--- src/rtl/bcd_count_sequencer_if.sv ---
// Load channel of the BCD count sequencer: BCD start value offered over a
// valid/ready handshake, with a one-cycle reject pulse for non-BCD values.
interface bcd_count_sequencer_if #(
  parameter int DIGITS = 4
);
  logic [4*DIGITS-1:0] load_value;
  logic                load_valid;
  logic                load_ready;
  logic                load_err;

  modport master (output load_value, output load_valid,
                  input  load_ready, input  load_err);
  modport slave  (input  load_value, input  load_valid,
                  output load_ready, output load_err);
endinterface

--- src/rtl/bcd_count_sequencer.sv ---
// BCD count sequencer: owns DIGITS chained BCD digit registers, loads a start
// value in IDLE, then counts up or down at one step per PRESCALE clocks until
// the terminal value (all 9s up, all 0s down), pulsing done for one cycle.
module bcd_count_sequencer #(
  parameter int DIGITS   = 4,
  parameter int PRESCALE = 1
) (
  input  logic                   clk,
  input  logic                   reset,
  bcd_count_sequencer_if.slave   ld,
  input  logic                   mode,
  input  logic                   start,
  input  logic                   stop,
  output logic [4*DIGITS-1:0]    count,
  output logic                   busy,
  output logic                   done
);
  localparam int              W       = 4*DIGITS;
  localparam int              PW      = (PRESCALE > 1) ? $clog2(PRESCALE) : 1;
  localparam logic [PW-1:0]   PS_LAST = PW'(PRESCALE-1);
  localparam logic [W-1:0]    ALL9    = {DIGITS{4'h9}};

  typedef enum logic [1:0] {IDLE, RUN, PAUSE, DONE} state_e;

  state_e         state_q, state_d;
  logic [W-1:0]   count_q, count_d;
  logic [PW-1:0]  psc_q, psc_d;
  logic           mode_q, mode_d;
  logic           err_q, err_d;

  logic [W-1:0]   up_val, dn_val, step_val, step_term;
  logic           load_ok, cy, bw;
  logic [3:0]     dg, lvd;

  // Ripple BCD increment/decrement of the digit chain and load-value check
  always_comb begin
    up_val  = '0;
    dn_val  = '0;
    load_ok = 1'b1;
    cy      = 1'b1;
    bw      = 1'b1;
    dg      = '0;
    lvd     = '0;
    for (int i = 0; i < DIGITS; i++) begin
      dg  = count_q[4*i +: 4];
      lvd = ld.load_value[4*i +: 4];
      if (lvd > 4'd9) load_ok = 1'b0;
      // carry ripples only through digits at 9
      if (cy) begin
        if (dg == 4'd9) up_val[4*i +: 4] = 4'd0;
        else begin
          up_val[4*i +: 4] = dg + 4'd1;
          cy = 1'b0;
        end
      end else begin
        up_val[4*i +: 4] = dg;
      end
      // borrow ripples only through digits at 0
      if (bw) begin
        if (dg == 4'd0) dn_val[4*i +: 4] = 4'd9;
        else begin
          dn_val[4*i +: 4] = dg - 4'd1;
          bw = 1'b0;
        end
      end else begin
        dn_val[4*i +: 4] = dg;
      end
    end
    step_val  = mode_q ? dn_val : up_val;
    step_term = mode_q ? '0 : ALL9;
  end

  // Sequencer next-state: load/start in IDLE, prescaled stepping in RUN
  always_comb begin
    state_d = state_q;
    count_d = count_q;
    psc_d   = psc_q;
    mode_d  = mode_q;
    err_d   = 1'b0;
    case (state_q)
      IDLE: begin
        if (ld.load_valid) begin
          // load wins over a simultaneous start
          if (load_ok) count_d = ld.load_value;
          else         err_d   = 1'b1;
        end else if (start && !stop) begin
          mode_d  = mode;
          psc_d   = '0;
          state_d = (count_q == (mode ? '0 : ALL9)) ? DONE : RUN;
        end
      end
      RUN: begin
        if (stop) begin
          state_d = PAUSE;
        end else if (psc_q == PS_LAST) begin
          psc_d   = '0;
          count_d = step_val;
          if (step_val == step_term) state_d = DONE;
        end else begin
          psc_d = psc_q + PW'(1);
        end
      end
      PAUSE: begin
        // prescaler phase is held so resuming loses no partial period
        if (start && !stop) state_d = RUN;
      end
      DONE:    state_d = IDLE;
      default: state_d = IDLE;
    endcase
  end

  // State and datapath registers, cleared asynchronously
  always_ff @(posedge clk or posedge reset) begin
    if (reset) begin
      state_q <= IDLE;
      count_q <= '0;
      psc_q   <= '0;
      mode_q  <= 1'b0;
      err_q   <= 1'b0;
    end else begin
      state_q <= state_d;
      count_q <= count_d;
      psc_q   <= psc_d;
      mode_q  <= mode_d;
      err_q   <= err_d;
    end
  end

  assign ld.load_ready = (state_q == IDLE);
  assign ld.load_err   = err_q;
  assign count         = count_q;
  assign busy          = (state_q == RUN) || (state_q == PAUSE);
  assign done          = (state_q == DONE);
endmodule

--- src/flat_wrapper.sv ---
// flat-port wrapper written by rule: the top's interface ports become plain ports
module bcd_count_sequencer_flat 
#(
  parameter int DIGITS   = 4,
  parameter int PRESCALE = 1
)
  (clk, reset, mode, start, stop, count, busy, done, ld_load_value, ld_load_valid, ld_load_ready, ld_load_err);
  bcd_count_sequencer_if #(.DIGITS(DIGITS)) ld_i ();
  input  logic clk;
  input  logic reset;
  input  logic mode;
  input  logic start;
  input  logic stop;
  output logic [4*DIGITS-1:0] count;
  output logic busy;
  output logic done;
  input wire logic [$bits(ld_i.load_value)-1:0] ld_load_value;
  input wire logic [$bits(ld_i.load_valid)-1:0] ld_load_valid;
  output wire logic [$bits(ld_i.load_ready)-1:0] ld_load_ready;
  output wire logic [$bits(ld_i.load_err)-1:0] ld_load_err;
  assign ld_i.load_value = ld_load_value;
  assign ld_i.load_valid = ld_load_valid;
  assign ld_load_ready = ld_i.load_ready;
  assign ld_load_err = ld_i.load_err;
  bcd_count_sequencer #(.DIGITS(DIGITS), .PRESCALE(PRESCALE)) u_core (.clk(clk), .reset(reset), .ld(ld_i), .mode(mode), .start(start), .stop(stop), .count(count), .busy(busy), .done(done));
endmodule
--- config.mk ---
export PLATFORM = sky130hd
export DESIGN_NAME = bcd_count_sequencer_flat
export DESIGN_NICKNAME = d
export VERILOG_FILES = /design/src/rtl/bcd_count_sequencer_if.sv /design/src/rtl/bcd_count_sequencer.sv /design/src/flat_wrapper.sv
export SDC_FILE = /design/constraint.sdc
export NUM_CORES = 1
export LEC_CHECK = 0
export ABC_AREA = 1
export CORE_ASPECT_RATIO = 1.5
export CORE_MARGIN = 2
export CORE_UTILIZATION = 45
export CTS_BUF_LIST = sky130_fd_sc_hd__clkbuf_8
export DETAILED_ROUTE_END_ITERATION = 12
export PLACE_DENSITY = 0.74
export SYNTH_ARGS = -nofsm -noshare
export SYNTH_HDL_FRONTEND = slang
export SYNTH_SLANG_ARGS = --single-unit
--- constraint.sdc ---
create_clock -name clk -period 1.6 [get_ports clk]
set_input_delay 0.4 -clock clk [delete_from_list [all_inputs] [get_ports clk]]
set_output_delay 0.4 -clock clk [all_outputs]
set_load 0.05 [all_outputs]
Word-level counts from Yosys, hierarchy flattened --
Index checks and enable logic that the tools add are counted.
Word-level totals: output and inout port bits 20, flip-flop bits (word level) 21
Cells by class: equal/unequal tests 18, bitwise logic cells 1, reductions and logical operators 13, multiplexer cells 52, add/subtract/negate cells 9, magnitude comparators 4
Operators by type and width (count):
- 2-to-1 mux 16 bit | 7
- 2-to-1 mux 4 bit | 14
- == test 16 bit | 2
- one-hot mux 16 bit (2 select lines) | 1
- 2-to-1 mux 1 bit | 21
- adder 4 x 1 -> 4 bit, second input constant | 4
- == test 4 bit, second input constant | 4
- greater-than comparator 4 bit, second input constant | 4
- logical NOT 4 bit | 4
- subtractor 4 x 1 -> 4 bit, second input constant | 4
- 2-to-1 mux 2 bit | 7
- AND reduction 5 bit | 2
- inequality test 2 bit, second input constant | 4
- one-hot mux 2 bit (4 select lines) | 1
- inequality test 2 x 1 -> 1 bit, second input constant | 3
- == test 2 bit, second input constant | 2
- AND reduction 4 bit | 1
- inequality test 3 x 2 -> 1 bit, second input constant | 1
- inequality test 3 bit, second input constant | 1
- AND reduction 3 bit | 1
- == test 2 x 1 -> 1 bit, second input constant | 1
- logical NOT 2 bit | 1
- one-hot mux 1 bit (2 select lines) | 1
- nonzero test 2 bit | 1
- other kinds (5) | 5

Depth between registers and ports, before layout --
word-level depth 11, depth in mapped cells 17, gate-level depth less buffers 17

Worst setup path after synthesis --
Ideal clock, no wire load.
path type register to register, from reg u_core.state_q[0], to reg u_core.count_q[2], in the netlist u_core.count[2], slack -0.565 ns, cell stages (with the launch flop) 11, arrival time 2.035 ns, cell sequence dfrtp_1 inv_1 ha_1 inv_1 nand2_1 o21ai_1 o21ai_1 inv_1 buf_2 o211ai_1 o21ai_0
Between the ends: longest elaborated chain between the ends 3, elaborated cells on any way between the ends 9
RTL lines:
- start, declared | RTL line bcd_count_sequencer.sv:25 | state_e state_q, state_d;
- start signal, assigned | RTL line bcd_count_sequencer.sv:121 | state_q <= state_d;
- logical NOT 2 bit *
- via ld_load_ready | RTL line flat_wrapper.sv:19 | output wire logic [$bits(ld_i.load_ready)-1:0] ld_load_ready;
- inequality test 2 x 1 -> 1 bit (no source line), or another cell as far along
- AND reduction 5 bit (no source line)
- end signal, assigned | RTL line bcd_count_sequencer.sv:122 | count_q <= count_d;
- end, declared | RTL line bcd_count_sequencer.sv:26 | logic [W-1:0] count_q, count_d;
Mark *: on every way through the listed nets, which the timed path passes. The rest lies on a longest branch. A chain may end at the register's enable or synchronous reset.

Final worst setup path --
from reg u_core.count_q[1], in the netlist u_core.count[1], to reg u_core.state_q[1]
Between the ends: longest elaborated chain between the ends 9, elaborated cells on any way between the ends 27
RTL lines:
- == test 4 bit / logical NOT 4 bit (equally long branches) | RTL line bcd_count_sequencer.sv:50, bcd_count_sequencer.sv:60
- 2-to-1 mux 1 bit (on tied branches) | RTL line bcd_count_sequencer.sv:50, bcd_count_sequencer.sv:60
- 2-to-1 mux 1 bit (on tied branches) (2 in a row) | RTL line bcd_count_sequencer.sv:49, bcd_count_sequencer.sv:59
- 2-to-1 mux 4 bit (on tied branches) | RTL line bcd_count_sequencer.sv:49, bcd_count_sequencer.sv:59
- 2-to-1 mux 16 bit | RTL line bcd_count_sequencer.sv:69 | step_val = mode_q ? dn_val : up_val;
- == test 16 bit | RTL line bcd_count_sequencer.sv:98 | if (step_val == step_term) state_d = DONE;
- inequality test 3 x 2 -> 1 bit (no source line)
- AND reduction 5 bit (no source line)
Parallel ways exist; a longest one is shown, timed or not. The select of a mux whose other input is x is not followed.

==> run_results.csv <==
group,metric,value,unit
setup_path,start_kind,"register",
synthesis,synth_cells,356,
setup_path,reg2reg_from,"u_core.count[1]$_DFFE_PP0P_",
clock_tree,clk_latency,280,ps
finish,area_growth,95.9,%
setup_path,cp.arrival,2500,ps
setup_path,reg2reg_slack,-720,ps
job,cap_violations,0,
finish,seq_area,517,um2
finish,fillers,183,
floorplan,rows,30,
sta,setup_tns,-3820,ps
setup_path,crit_fanout,7,
power_and_ir_drop,power_density,2560,mW/mm2
finish,layout-drive-gt1-share,47.9,%
synthesis,yosysUniqueCellTypes,32,
sta,skew,4.37,ps
clock_tree,numCtsBuffers,3,
setup_path,crit_chain,"inv_1, nand2_2, nor2_4, nand2_4, nand2_2, nand2_1, nand2_2, o21ai_1, nor2_1, nand2_1, nor2_2, nand2_1, nand2_2, nand2_2, nand2_1, nand2_1",
setup_path,cp-startpoint,"u_core.count[1]$_DFFE_PP0P_",
synthesis,ys_warn_count,0,
synthesis,synth-seq-cells,20,
floorplan,die_w,59.5,um
clock_tree,clk_pin_slew,90,ps
global_routing,grt.overflow.total,0,
detailed_routing,drc,0,
detailed_routing,first_pass_iters,6,
placed_design,io_buffers,41,
setup_path,critical_path_class,"reg -> reg",
finish,diodes,0,
power_and_ir_drop,power_frac_clock,3.8,%
clock_tree,htreeDepth,1,
setup_path,cpPeakStageDelay,480,ps
sta,max_freq,0.431,GHz
floorplan,num_io_pins,42,
sta,fin_crit_sh,145,%
power_and_ir_drop,switching_share,52.4,%
global_routing,antenna_found_initial,0,
clock_tree,cts_sinks,20,
global_routing,grt_pass1_vias,3026,
power_and_ir_drop,power_frac_seq,11.7,%
global_routing,grt_max_degree,21,
floorplan,start_util,46.2,%
detailed_routing,wirelength,11400,um
placed_design,dp_hpwl,5550,um
setup_path,cpMaxStageDelayCell,"dfrtp_2",
global_routing,grt_pass1_wl,13100,um
setup_path,reg2reg_depth,16,
synthesis,avgSynthCellArea,5.85,um2
power_and_ir_drop,leakage,2.04,nW
floorplan,die_h,87.3,um
detailed_routing,drtIter0Drc,373,
clock_tree,cts_tree,"yes",
sta,setup_slack,-723,ps
sta,drv_slew,0,
power_and_ir_drop,p_int,4.97,mW
sta,rsz0062_at_grt,"true",
sta,fin_crit,2320,ps
setup_path,end_kind,"register",
worst_hold_path,hold_class,"in -> async",
power_and_ir_drop,power.switching,5.48,mW
synthesis,syn_area,0.00208,mm2
setup_path,critPathRequiredTime,1780,ps
detailed_routing,final_antenna_net_count,0,
floorplan,core_area,0.00450,mm2
detailed_routing,via_per_inst,6.19,
power_and_ir_drop,p_comb_share,84.5,%
setup_path,endpoint,"u_core.state_q[1]$_DFFE_PP0P_",
power_and_ir_drop,peakVddDrop,1.79,mV
detailed_routing,routedWlPerCell,20.5,um
finish,multi_input_area,0.00170,mm2
global_routing,grt_usage,32.3,%
placed_design,pre_cts_ws,-516,ps
clock_tree,root_buffer,"clkbuf_8",
clock_tree,cts_buffer_depth,2,
setup_path,r2r-end,"u_core.state_q[1]$_DFFE_PP0P_",
status,failed_checks,"negative setup slack",
sta,setup_viol_count_final,19,
floorplan,dieArea,0.00520,mm2
detailed_routing,dr_total_vias,3421,
sta,hold_viol,0,
finish,nNetsFinal,532,
sta,tightest_slew,643,ps
synthesis,synth_seq_area_share,24.0,%
sta,maxSlewHeadroom,56.7,%
synthesis,synth_nets,382,
status,status,"complete, but fails checks",
placed_design,gp_congestion,0.937,
-- power groups by stage --
| stage | clock network [mW] | logic (mW) | registers [mW] |
|---|---|---|---|
| 6_report | 0.398 | 8.83 | 1.22 |
| 3_3_place_gp | 0 | 6.62 | 1.15 |
| 3_5_place_dp | 0 | 6.74 | 1.16 |
| 4_1_cts | 0.362 | 7.23 | 1.17 |
| 2_1_floorplan | 0 | 2.77 | 1.82 |
| 5_1_grt | 0.397 | 9.15 | 1.23 |
-- routing by layer --
layer	up-vias	wire length, um	track usage (%)
met3	96	1040	3.86
met5	-	0	0
li1	1461	-	-
met2	295	5450	58.7
met1	1569	3940	36.4
met4	0	930	14.3
-- layout make-up --
type                            instances  area share, %
Multi-Input combinational cell        286           41.7
Timing Repair Buffer                  156           39.4
Sequential cell                        20           12.7
Inverter                               39           3.65
Tap cell                               48           1.47
Clock buffer                            3           1.01
Clock inverter                          1         0.0920
-- critical path: cells and delay by family, from the launching register on --
family          cells  cell delay [ps]
simple gates       14             1520
flops               1              480
buf+inv             1              110
compound gates      1               80
-- stage by stage --
| stage | std cells | instance area [um2] | util (%) | power, mW | hold slack [ps] |
|---|---|---|---|---|---|
| after global routing | 553 | 4080 | 90.6 | 10.8 | 533 |
| after detailed placement | 526 | 3460 | 76.8 | 7.91 | 578 |
| after floorplan | 356 | 2140 | - | 4.59 | 363 |
| after CTS | 542 | 3730 | 82.9 | 8.76 | 465 |
| after global placement | 526 | 3460 | 76.8 | 7.77 | 581 |
| final | 553 | 4080 | 90.6 | 10.5 | 496 |
-- cell usage in the layout, fill, tap and decap left out, types with 4 or more instances in the layout --
master,netlist,layout
o21ai_1,5,20
inv_2,2,11
dfrtp_1,20,7
o21ai_0,38,14
nand3_2,0,6
buf_4,0,94
nor2_4,1,12
nand3_1,27,20
a21oi_1,15,10
nor2_1,35,21
o21ai_2,0,8
buf_12,0,24
o211ai_1,5,5
a21oi_2,0,4
inv_1,36,27
nor2_2,5,9
o22ai_1,7,5
clkdlybuf4s50_1,0,9
nand2_2,4,24
dfrtp_2,0,13
dlygate4sd2_1,0,9
nand2_1,122,96
buf_6,2,15
nand2_4,1,7
-- registers in the layout (all words and copies together), names as in the netlist --
register            flops
u_core.count           16
u_core.ld.load_err      1
u_core.mode_q           1
u_core.state_q          2
-- synth_stat cells --
master       n  area, um2
o22ai_1      7       43.8
or2_0        1       6.26
nor3_1       1       5.00
inv_2        2       7.51
nand2_4      1       11.3
a22o_1       1       8.76
clkinv_1     1       3.75
mux2i_1      1       10.0
buf_6        2       22.5
inv_1       36        135
nor2_2       5       31.3
nand3_1     27        135
xor2_1       3       26.3
clkbuf_1     4       15.0
dfrtp_1     20        500
nor2_4       1       11.3
nand2_2      4       25.0
o21ai_1      5       25.0
nand4_1      2       12.5
o21ai_0     38        190
o2111ai_1    1       8.76
buf_8        1       15.0
a22oi_1      2       15.0
nand2_1    122        458
a21oi_1     15       75.1
buf_2        5       25.0
a31oi_1      2       12.5
ha_1         4       50.1
o21a_1       1       7.51
nor2_1      35        131
o211ai_1     5       37.5
nor2_8       1       20.0
-- worst min path at each step --
stage,startpoint,endpoint,cells past startpoint
2_1_floorplan,reset,u_core.count[12]$_DFFE_PP0P_,1
3_3_place_gp,u_core.state_q[0]$_DFFE_PP0P_,u_core.state_q[0]$_DFFE_PP0P_,2
3_5_place_dp,u_core.state_q[0]$_DFFE_PP0P_,u_core.state_q[0]$_DFFE_PP0P_,2
4_1_cts,reset,u_core.state_q[0]$_DFFE_PP0P_,3
5_1_grt,reset,u_core.count[1]$_DFFE_PP0P_,3
6_report,reset,u_core.state_q[1]$_DFFE_PP0P_,3
-- what timing repair did --
action / in CTS / in global routing
setup endpoints to repair: 20 / 21
buffers inserted: 10 / 12
pin swaps: 28 / 32
gates resized for setup: 57 / 85
gates cloned: 2 / 1
hold buffers: 0 / 0
-- cell families after synthesis --
logic type | count (synthesis) | share of synthesized area [%]
AO/OA/AOI/OAI | 77 | 20.4
buffers and inverters | 51 | 10.8
AND/OR/NAND/NOR | 200 | 40.7
XOR/XNOR | 3 | 1.26
adder cells (fa/ha/maj) | 4 | 2.40
flip-flops | 20 | 24.0
multiplexers | 1 | 0.481
Note: power is estimated with default switching activity, not from simulation.
